File: config.mk
export PLATFORM = sky130hd
export DESIGN_NAME = flag_toggle_transmitter
export DESIGN_NICKNAME = d
export VERILOG_FILES = /design/src/rtl/cdc_bit_synchronizer.sv /design/src/rtl/flag_toggle_transmitter.sv
export SDC_FILE = /design/constraint.sdc
export NUM_CORES = 1
export LEC_CHECK = 0
export CAP_MARGIN = 40
export CORE_AREA = 2 2 39 41
export DETAILED_ROUTE_END_ITERATION = 10
export DIE_AREA = 0 0 41 43
export PLACE_DENSITY = 0.69
export SYNTH_ARGS = -nofsm -noshare
export SYNTH_HDL_FRONTEND = slang
export SYNTH_HIERARCHICAL = 1
export SYNTH_SLANG_ARGS = --single-unit
File: constraint.sdc
create_clock -name CLK -period 3.3 [get_ports CLK]
set_input_delay 0.495 -clock CLK [delete_from_list [all_inputs] [get_ports CLK]]
set_output_delay 0.495 -clock CLK [all_outputs]
set_load 0.02 [all_outputs]
File: src/rtl/cdc_bit_synchronizer.sv
// cdc_bit_synchronizer: multi-flop synchronizer for one asynchronous bit.
// Ports:
//   clk_i - destination clock
//   rst_i - asynchronous active-high reset, clears the chain to 0
//   d_i   - asynchronous input bit
//   q_o   - synchronized bit (last flop of the chain)
module cdc_bit_synchronizer #(
    parameter int STAGES = 2
) (
    input  logic clk_i,
    input  logic rst_i,
    input  logic d_i,
    output logic q_o
);

    logic [STAGES-1:0] sync_q;
    logic [STAGES-1:0] sync_d;

    assign sync_d = {sync_q[STAGES-2:0], d_i};

    always_ff @(posedge clk_i or posedge rst_i) begin
        if (rst_i) begin
            sync_q <= '0;
        end else begin
            sync_q <= sync_d;
        end
    end

    assign q_o = sync_q[STAGES-1];

endmodule

File: src/rtl/flag_toggle_transmitter.sv
// flag_toggle_transmitter: source end of a two-phase toggle flag crossing.
// Single-cycle flags are queued and sent as one REQ_TOGGLE edge each,
// each edge waiting for its ACK_TOGGLE echo before the next is issued.
// Ports:
//   CLK            - block clock
//   RESET          - asynchronous active-high reset
//   FLAG_IN        - one-cycle flag to transmit
//   CLEAR_ERR      - one-cycle clear of OVERFLOW and PROTOCOL_ERROR
//   ACK_TOGGLE     - far-domain echo of REQ_TOGGLE (asynchronous)
//   REQ_TOGGLE     - registered toggle, one edge per transmitted flag
//   BUSY           - waiting for an echo or flags still queued
//   PENDING        - flags queued and not yet issued
//   DONE           - one-cycle pulse per acknowledged flag
//   OVERFLOW       - sticky, a flag was dropped
//   PROTOCOL_ERROR - sticky, ACK moved with no request outstanding
module flag_toggle_transmitter #(
    parameter int SYNC_STAGES = 2,
    parameter int CNT_WIDTH   = 4
) (
    input  logic                 CLK,
    input  logic                 RESET,
    input  logic                 FLAG_IN,
    input  logic                 CLEAR_ERR,
    input  logic                 ACK_TOGGLE,
    output logic                 REQ_TOGGLE,
    output logic                 BUSY,
    output logic [CNT_WIDTH-1:0] PENDING,
    output logic                 DONE,
    output logic                 OVERFLOW,
    output logic                 PROTOCOL_ERROR
);

    localparam logic IDLE     = 1'b0;
    localparam logic WAIT_ACK = 1'b1;

    localparam logic [CNT_WIDTH-1:0] CNT_MAX = '1;
    localparam logic [CNT_WIDTH-1:0] CNT_ONE = 1;

    logic                 state_q;
    logic                 state_d;
    logic                 req_q;
    logic                 req_d;
    logic [CNT_WIDTH-1:0] pending_q;
    logic [CNT_WIDTH-1:0] pending_d;
    logic                 done_q;
    logic                 done_d;
    logic                 ovf_q;
    logic                 ovf_d;
    logic                 perr_q;
    logic                 perr_d;

    logic ack_s;
    logic match;
    logic pend_nz;
    logic issue;
    logic deq;
    logic enq;
    logic drop;
    logic perr_set;

    cdc_bit_synchronizer #(
        .STAGES(SYNC_STAGES)
    ) u_ack_sync (
        .clk_i(CLK),
        .rst_i(RESET),
        .d_i  (ACK_TOGGLE),
        .q_o  (ack_s)
    );

    assign match   = (ack_s == req_q);
    assign pend_nz = (pending_q != '0);

    // An issue draws from the queue when it holds anything, so a flag
    // arriving together with a non-empty queue is queued behind it.
    assign issue = (state_q == IDLE) && (FLAG_IN || pend_nz);
    assign deq   = issue && pend_nz;
    assign enq   = FLAG_IN && !(issue && !pend_nz);

    // A full queue still accepts a flag when a slot frees this cycle.
    assign drop = enq && (pending_q == CNT_MAX) && !deq;

    assign perr_set = (state_q == IDLE) && !issue && !match;

    // State register and datapath registers
    always_ff @(posedge CLK or posedge RESET) begin
        if (RESET) begin
            state_q   <= IDLE;
            req_q     <= 1'b0;
            pending_q <= '0;
            done_q    <= 1'b0;
            ovf_q     <= 1'b0;
            perr_q    <= 1'b0;
        end else begin
            state_q   <= state_d;
            req_q     <= req_d;
            pending_q <= pending_d;
            done_q    <= done_d;
            ovf_q     <= ovf_d;
            perr_q    <= perr_d;
        end
    end

    // Next-state logic
    always_comb begin
        state_d = state_q;
        unique case (state_q)
            IDLE: begin
                if (issue) begin
                    state_d = WAIT_ACK;
                end
            end
            WAIT_ACK: begin
                if (match) begin
                    state_d = IDLE;
                end
            end
            default: begin
                state_d = IDLE;
            end
        endcase
    end

    // Output and counter logic
    always_comb begin
        req_d     = req_q ^ issue;
        done_d    = (state_q == WAIT_ACK) && match;
        pending_d = pending_q;
        unique case ({enq && !drop, deq})
            2'b10:   pending_d = pending_q + CNT_ONE;
            2'b01:   pending_d = pending_q - CNT_ONE;
            default: pending_d = pending_q;
        endcase
        // Set has priority over a same-cycle clear
        ovf_d  = drop || (ovf_q && !CLEAR_ERR);
        perr_d = perr_set || (perr_q && !CLEAR_ERR);
    end

    assign REQ_TOGGLE     = req_q;
    assign BUSY           = (state_q == WAIT_ACK) || pend_nz;
    assign PENDING        = pending_q;
    assign DONE           = done_q;
    assign OVERFLOW       = ovf_q;
    assign PROTOCOL_ERROR = perr_q;

endmodule

; ---- After elaboration in Yosys (flattened, before gate mapping)
; Index checks and enable logic that the tools add are counted.
[classes]
n_addsub = 2
eq_ne = 4
n_bitwise = 2
muxes = 4
reduce_logical = 25
[ops]
columns = operator, n
row1 = logical AND 1 bit, 12
row2 = case mux 4 bit (2 select lines), 1
row3 = zero test 1 bit, 7
row4 = adder 4 x 1 -> 4 bit (second input constant), 1
row5 = == test 4 bit (second input constant), 1
row6 = logical OR 1 bit, 4
row7 = nonzero test 4 bit, 1
row8 = subtractor 4 x 1 -> 4 bit (second input constant), 1
row9 = == test 2 x 1 -> 1 bit (second input constant), 1
row10 = == test 2 bit (second input constant), 1
row11 = 2-to-1 mux 1 bit, 2
row12 = case mux 1 bit (2 select lines), 1
row13 = nonzero test 2 bit, 1
row14 = == test 1 bit, 1
row15 = inverter 1 bit, 1
row16 = bitwise XOR 1 bit, 1
[word_totals]
reg_bits = 11

; ---- Logic depth before layout (Yosys ltp)
[logic_depth]
depth_word = 12
ltp_mapped = 8

; ---- Cells and area by module
; Netlist, hierarchy kept.
[by_module_without_submodules]
columns = mod, cells_per_inst, area_each_um2, n_inst
row1 = flag_toggle_transmitter, 43, 495.5, 1
row2 = cdc_bit_synchronizer, 3, 53.8, 1

; ---- Least setup slack after synthesis
; OpenSTA, ideal clock, no wires.
[synth_timing]
kind = register to register
from = reg pending_q[0] (netlist: PENDING[0])
to = reg pending_q[3] (netlist: PENDING[3])
required_ns = 3.220
stages_incl_launch_ff = 9
t_arrival_ns = 2.094
path_slack_ns = 1.126
setup_time_ns = 0.080
cell_sequence = dfrtp_1 -> nor4_4 -> nand2b_4 -> inv_2 -> ha_1 -> a21o_2 -> a21oi_1 -> mux2i_1 -> xor2_1
[synth_via]
elab_chain_cells = 12
word_cells_on_any_way = 20
[synth_lines]
columns = item, line
row1 = "start, declared", flag_toggle_transmitter.sv:43  ; logic [CNT_WIDTH-1:0] pending_q;
row2 = "start signal, assigned", flag_toggle_transmitter.sv:96  ; pending_q <= pending_d;
row3 = nonzero test 4 bit, flag_toggle_transmitter.sv:71  ; assign pend_nz = (pending_q != '0);
row4 = logical OR 1 bit, flag_toggle_transmitter.sv:75  ; assign issue = (state_q == IDLE) && (FLAG_IN || pend_nz);
row5 = logical AND 1 bit, flag_toggle_transmitter.sv:75
row6 = logical AND 1 bit, flag_toggle_transmitter.sv:77  ; assign enq = FLAG_IN && !(issue && !pend_nz);
row7 = zero test 1 bit, flag_toggle_transmitter.sv:77
row8 = logical AND 1 bit, flag_toggle_transmitter.sv:77
row9 = logical AND 1 bit (2 in a row), flag_toggle_transmitter.sv:80  ; assign drop = enq && (pending_q == CNT_MAX) && !deq;
row10 = zero test 1 bit, flag_toggle_transmitter.sv:128  ; unique case ({enq && !drop, deq})
row11 = logical AND 1 bit, flag_toggle_transmitter.sv:128
row12 = == test 2 x 1 -> 1 bit / == test 2 bit (equally long branches), flag_toggle_transmitter.sv:128
row13 = case mux 4 bit (2 select lines) / nonzero test 2 bit (equally long branches), --
; Several ways; a longest one is shown, not always the timed one.
; A chain may end at the register's enable or synchronous reset.

; ---- Final worst setup path
[layout_timing]
from = reg pending_q[0] (netlist: PENDING[0])
to = out BUSY
[layout_via]
elab_chain_cells = 2
[layout_lines]
columns = item, line
row1 = nonzero test 4 bit, flag_toggle_transmitter.sv:71
row2 = logical OR 1 bit, flag_toggle_transmitter.sv:139  ; assign BUSY = (state_q == WAIT_ACK) || pend_nz;
row3 = "end, declared", flag_toggle_transmitter.sv:26  ; output logic BUSY,
; No other way between the ends.

==> impl_metrics.yaml <==
worst_setup_path:
  crit_chain: "nor4_4 -> nand2b_1 -> clkdlybuf4s50_1"
  rr_startpoint: "PENDING[0]"
  critPathRequiredTime_ns: 2.80
  cp-start-kind: "register"
  rr_endpoint: "PENDING[3]"
  cp_slowest_stage_delay_ns: 0.54
  rrSetupSlack_ns: 1.08
  cp_max_fo: 5
  arrival_ns: 1.76
  rr_worst_depth: 8
  slowest_stage: "clkdlybuf4s50_1"
  critPathKind: "reg -> out"
  endpoint_kind: "output pin"
cts:
  cts_setup_buffers: 0
  cts_resized: 0
  cts_buffers: 3
  clk_pin_slew_ns: 0.07
  cts_hold_buf: 0
  clkLatencyLatePin_ns: 0.27
  h-tree-depth: 1
  cts_buffer_depth: 2
  clock-sinks: 11
  clockRootBuffer: "clkbuf_4"
  cts_tree: "yes"
route:
  wl_per_cell_um: 11.16
  drc: 0
  drt_wl_total_um: 882
  first_pass_iters: 4
  vias_per_cell: 4.709
  ant_nets: 0
  drtIter0Drc: 4
  via_count: 372
logic_synthesis:
  mappedNetlistArea_um2: 549.3
  async_reset_ff_share_pct: 100.0
  yosys.cell_types.count: 21
  yosysMostFrequentCell: "dfrtp_1"
  synth_top_area_cell: "dfrtp_1"
  synth.area.top_cells: "dfrtp_1 50%, inv_1 4.8%, xnor2_1 4.8%"
  syn_inst: 46
  synth_top_area_share_pct: 50.11
  ys_ff_latch: 11
  avgSynthCellArea_um2: 11.94
  synth_ff_type: "dfrtp_1"
  yosysWarnings: 6
  syn_nets: 54
  yosysSeqAreaShare_pct: 50.11
  yosys-top-cells-count: "11 x dfrtp_1, 7 x inv_1, 3 x a21oi_1, 3 x xnor2_1"
  synth_edf_count: 0
die:
  start_util_pct: 39.69
  dieArea_um2: 1763
  die_y_um: 43
  coreArea_um2: 1384
  num_io_pins: 14
  dieWidth_um: 41
  row_count: 14
sta:
  clock_skew_ns: 0.003827
  final_hold_viol_count: 0
  setup_viol: 0
  finalMaxSlewViolations: 0
  fmax_mhz: 444.3
  finalCritPeriodShare_pct: 68.20
  slew_headroom_pct: 77.82
  rsz0062_at_grt: "no"
  setup-tns-final_ns: 0
  tightest_slew_ns: 0.3324
  finalCriticalPeriod_ns: 2.250
power_and_ir_drop:
  p_per_area_nw_per_um2: 985.4
  finalPower_mw: 0.7151
  power.leakage_nw: 0.3309
  peakVddDrop_uv: 352.6
grt:
  antenna_found_initial: 0
  grt_overflow_total: 0
  grt_pass1_vias: 381
  grt_max_degree: 10
  grt_pass1_wl_um: 1476
  grt_use_total_pct: 12.63
place:
  placed_cells: 75
  place.port_buffers: 13
  place.gp.congestion: 0.6975
  dp_hpwl_um: 652.9
final_layout:
  layoutNonFillerInstCount: 79
  syn2layout_area_growth_pct: 32.12
  fin_util_pct: 52.44
  layout.nets: 72
  drive_gt1_share_pct: 15.87
  n_antenna_cell: 0
run:
  max_cap_viol_count: 0
worst_hold_path:
  hp-class: "reg -> reg"
  hold_end: "u_ack_sync/sync_q[1]"
  hold_depth: 0
  worst_hold_startpoint: "u_ack_sync/sync_q[0]"
outcome:
  status: "finished clean"
-- metal layers --
layer	vias to the layer above	part of all wire [%]	track usage (%)
met5	-	0	0
met4	0	3.1	10.00
met3	4	3.5	1.571
met2	9	49	19.69
met1	175	45	14.48
li1	184	-	-
-- area by class of cell --
cell class	count	area [um2]
timing repair buffer	13	130.1
inverter	8	30.03
multi-input combinational	27	244.0
fill	120	658.1
clock buffer	4	26.28
sequential	11	275.3
tap	16	20.02
-- report_power, final --
group / internal [mW] / switching, mW
Combinational: 0.197 / 0.173
Sequential: 0.186 / 0.0643
Clock: 0.0468 / 0.0475
-- registers in the layout (all words and copies together), names as in the netlist --
register           count
REQ_TOGGLE             1
state_q                1
PENDING                4
OVERFLOW               1
PROTOCOL_ERROR         1
DONE                   1
u_ack_sync/sync_q      2
-- worst max-delay path, delay by kind of cell (launching register included) --
family                 cells  cell delay, ns
buffers and inverters      1            0.54
DFF                        1            0.45
and+or+nand+nor            2            0.49
-- cells in the final DEF, fill, tap and decap left out, drive strengths merged --
cell and count:
a21oi 3, o22ai 2, nand3 1, mux2 1, clkbuf 4, xor2 2
nand2b 2, mux2i 2, and2 1, nand4 1, xnor2 3, nor2 1
nor4 1, clkdlybuf4s50 13, ha 2, fa 1, inv 8, dfrtp 11
nand2 3, a21o 1
-- worst max-delay path by stage --
stage | start | to | depth (start not counted)
after floorplan | PENDING[0] | PENDING[3] | 8
after global placement | FLAG_IN | PENDING[3] | 9
after detailed placement | FLAG_IN | PENDING[3] | 9
after CTS | PENDING[0] | BUSY | 3
after global routing | PENDING[0] | PENDING[3] | 8
final | PENDING[0] | BUSY | 3
-- through the flow --
| step | worst slack, ns | instance area, um2 | hold slack (ns) |
|---|---|---|---|
| detailed placement | 0.8861 | 699.4 | 0.3512 |
| finish | 1.050 | 725.7 | 0.3759 |
| global route | 0.9687 | 725.7 | 0.3860 |
| CTS | 1.029 | 725.7 | 0.3836 |
| global placement | 0.8908 | 699.4 | 0.3370 |
| floorplan | 1.126 | 549.3 | 0.2362 |
-- logic make-up after synthesis --
| kind of cell | after synthesis | synth area share (%) |
|---|---|---|
| simple gates | 10 | 15.26 |
| fa+ha+maj | 3 | 8.200 |
| mux | 3 | 6.377 |
| buf+inv | 8 | 5.467 |
| flops | 11 | 50.11 |
| compound gates | 6 | 6.605 |
| xor+xnor | 5 | 7.974 |
Note: power is estimated with default switching activity, not from simulation.
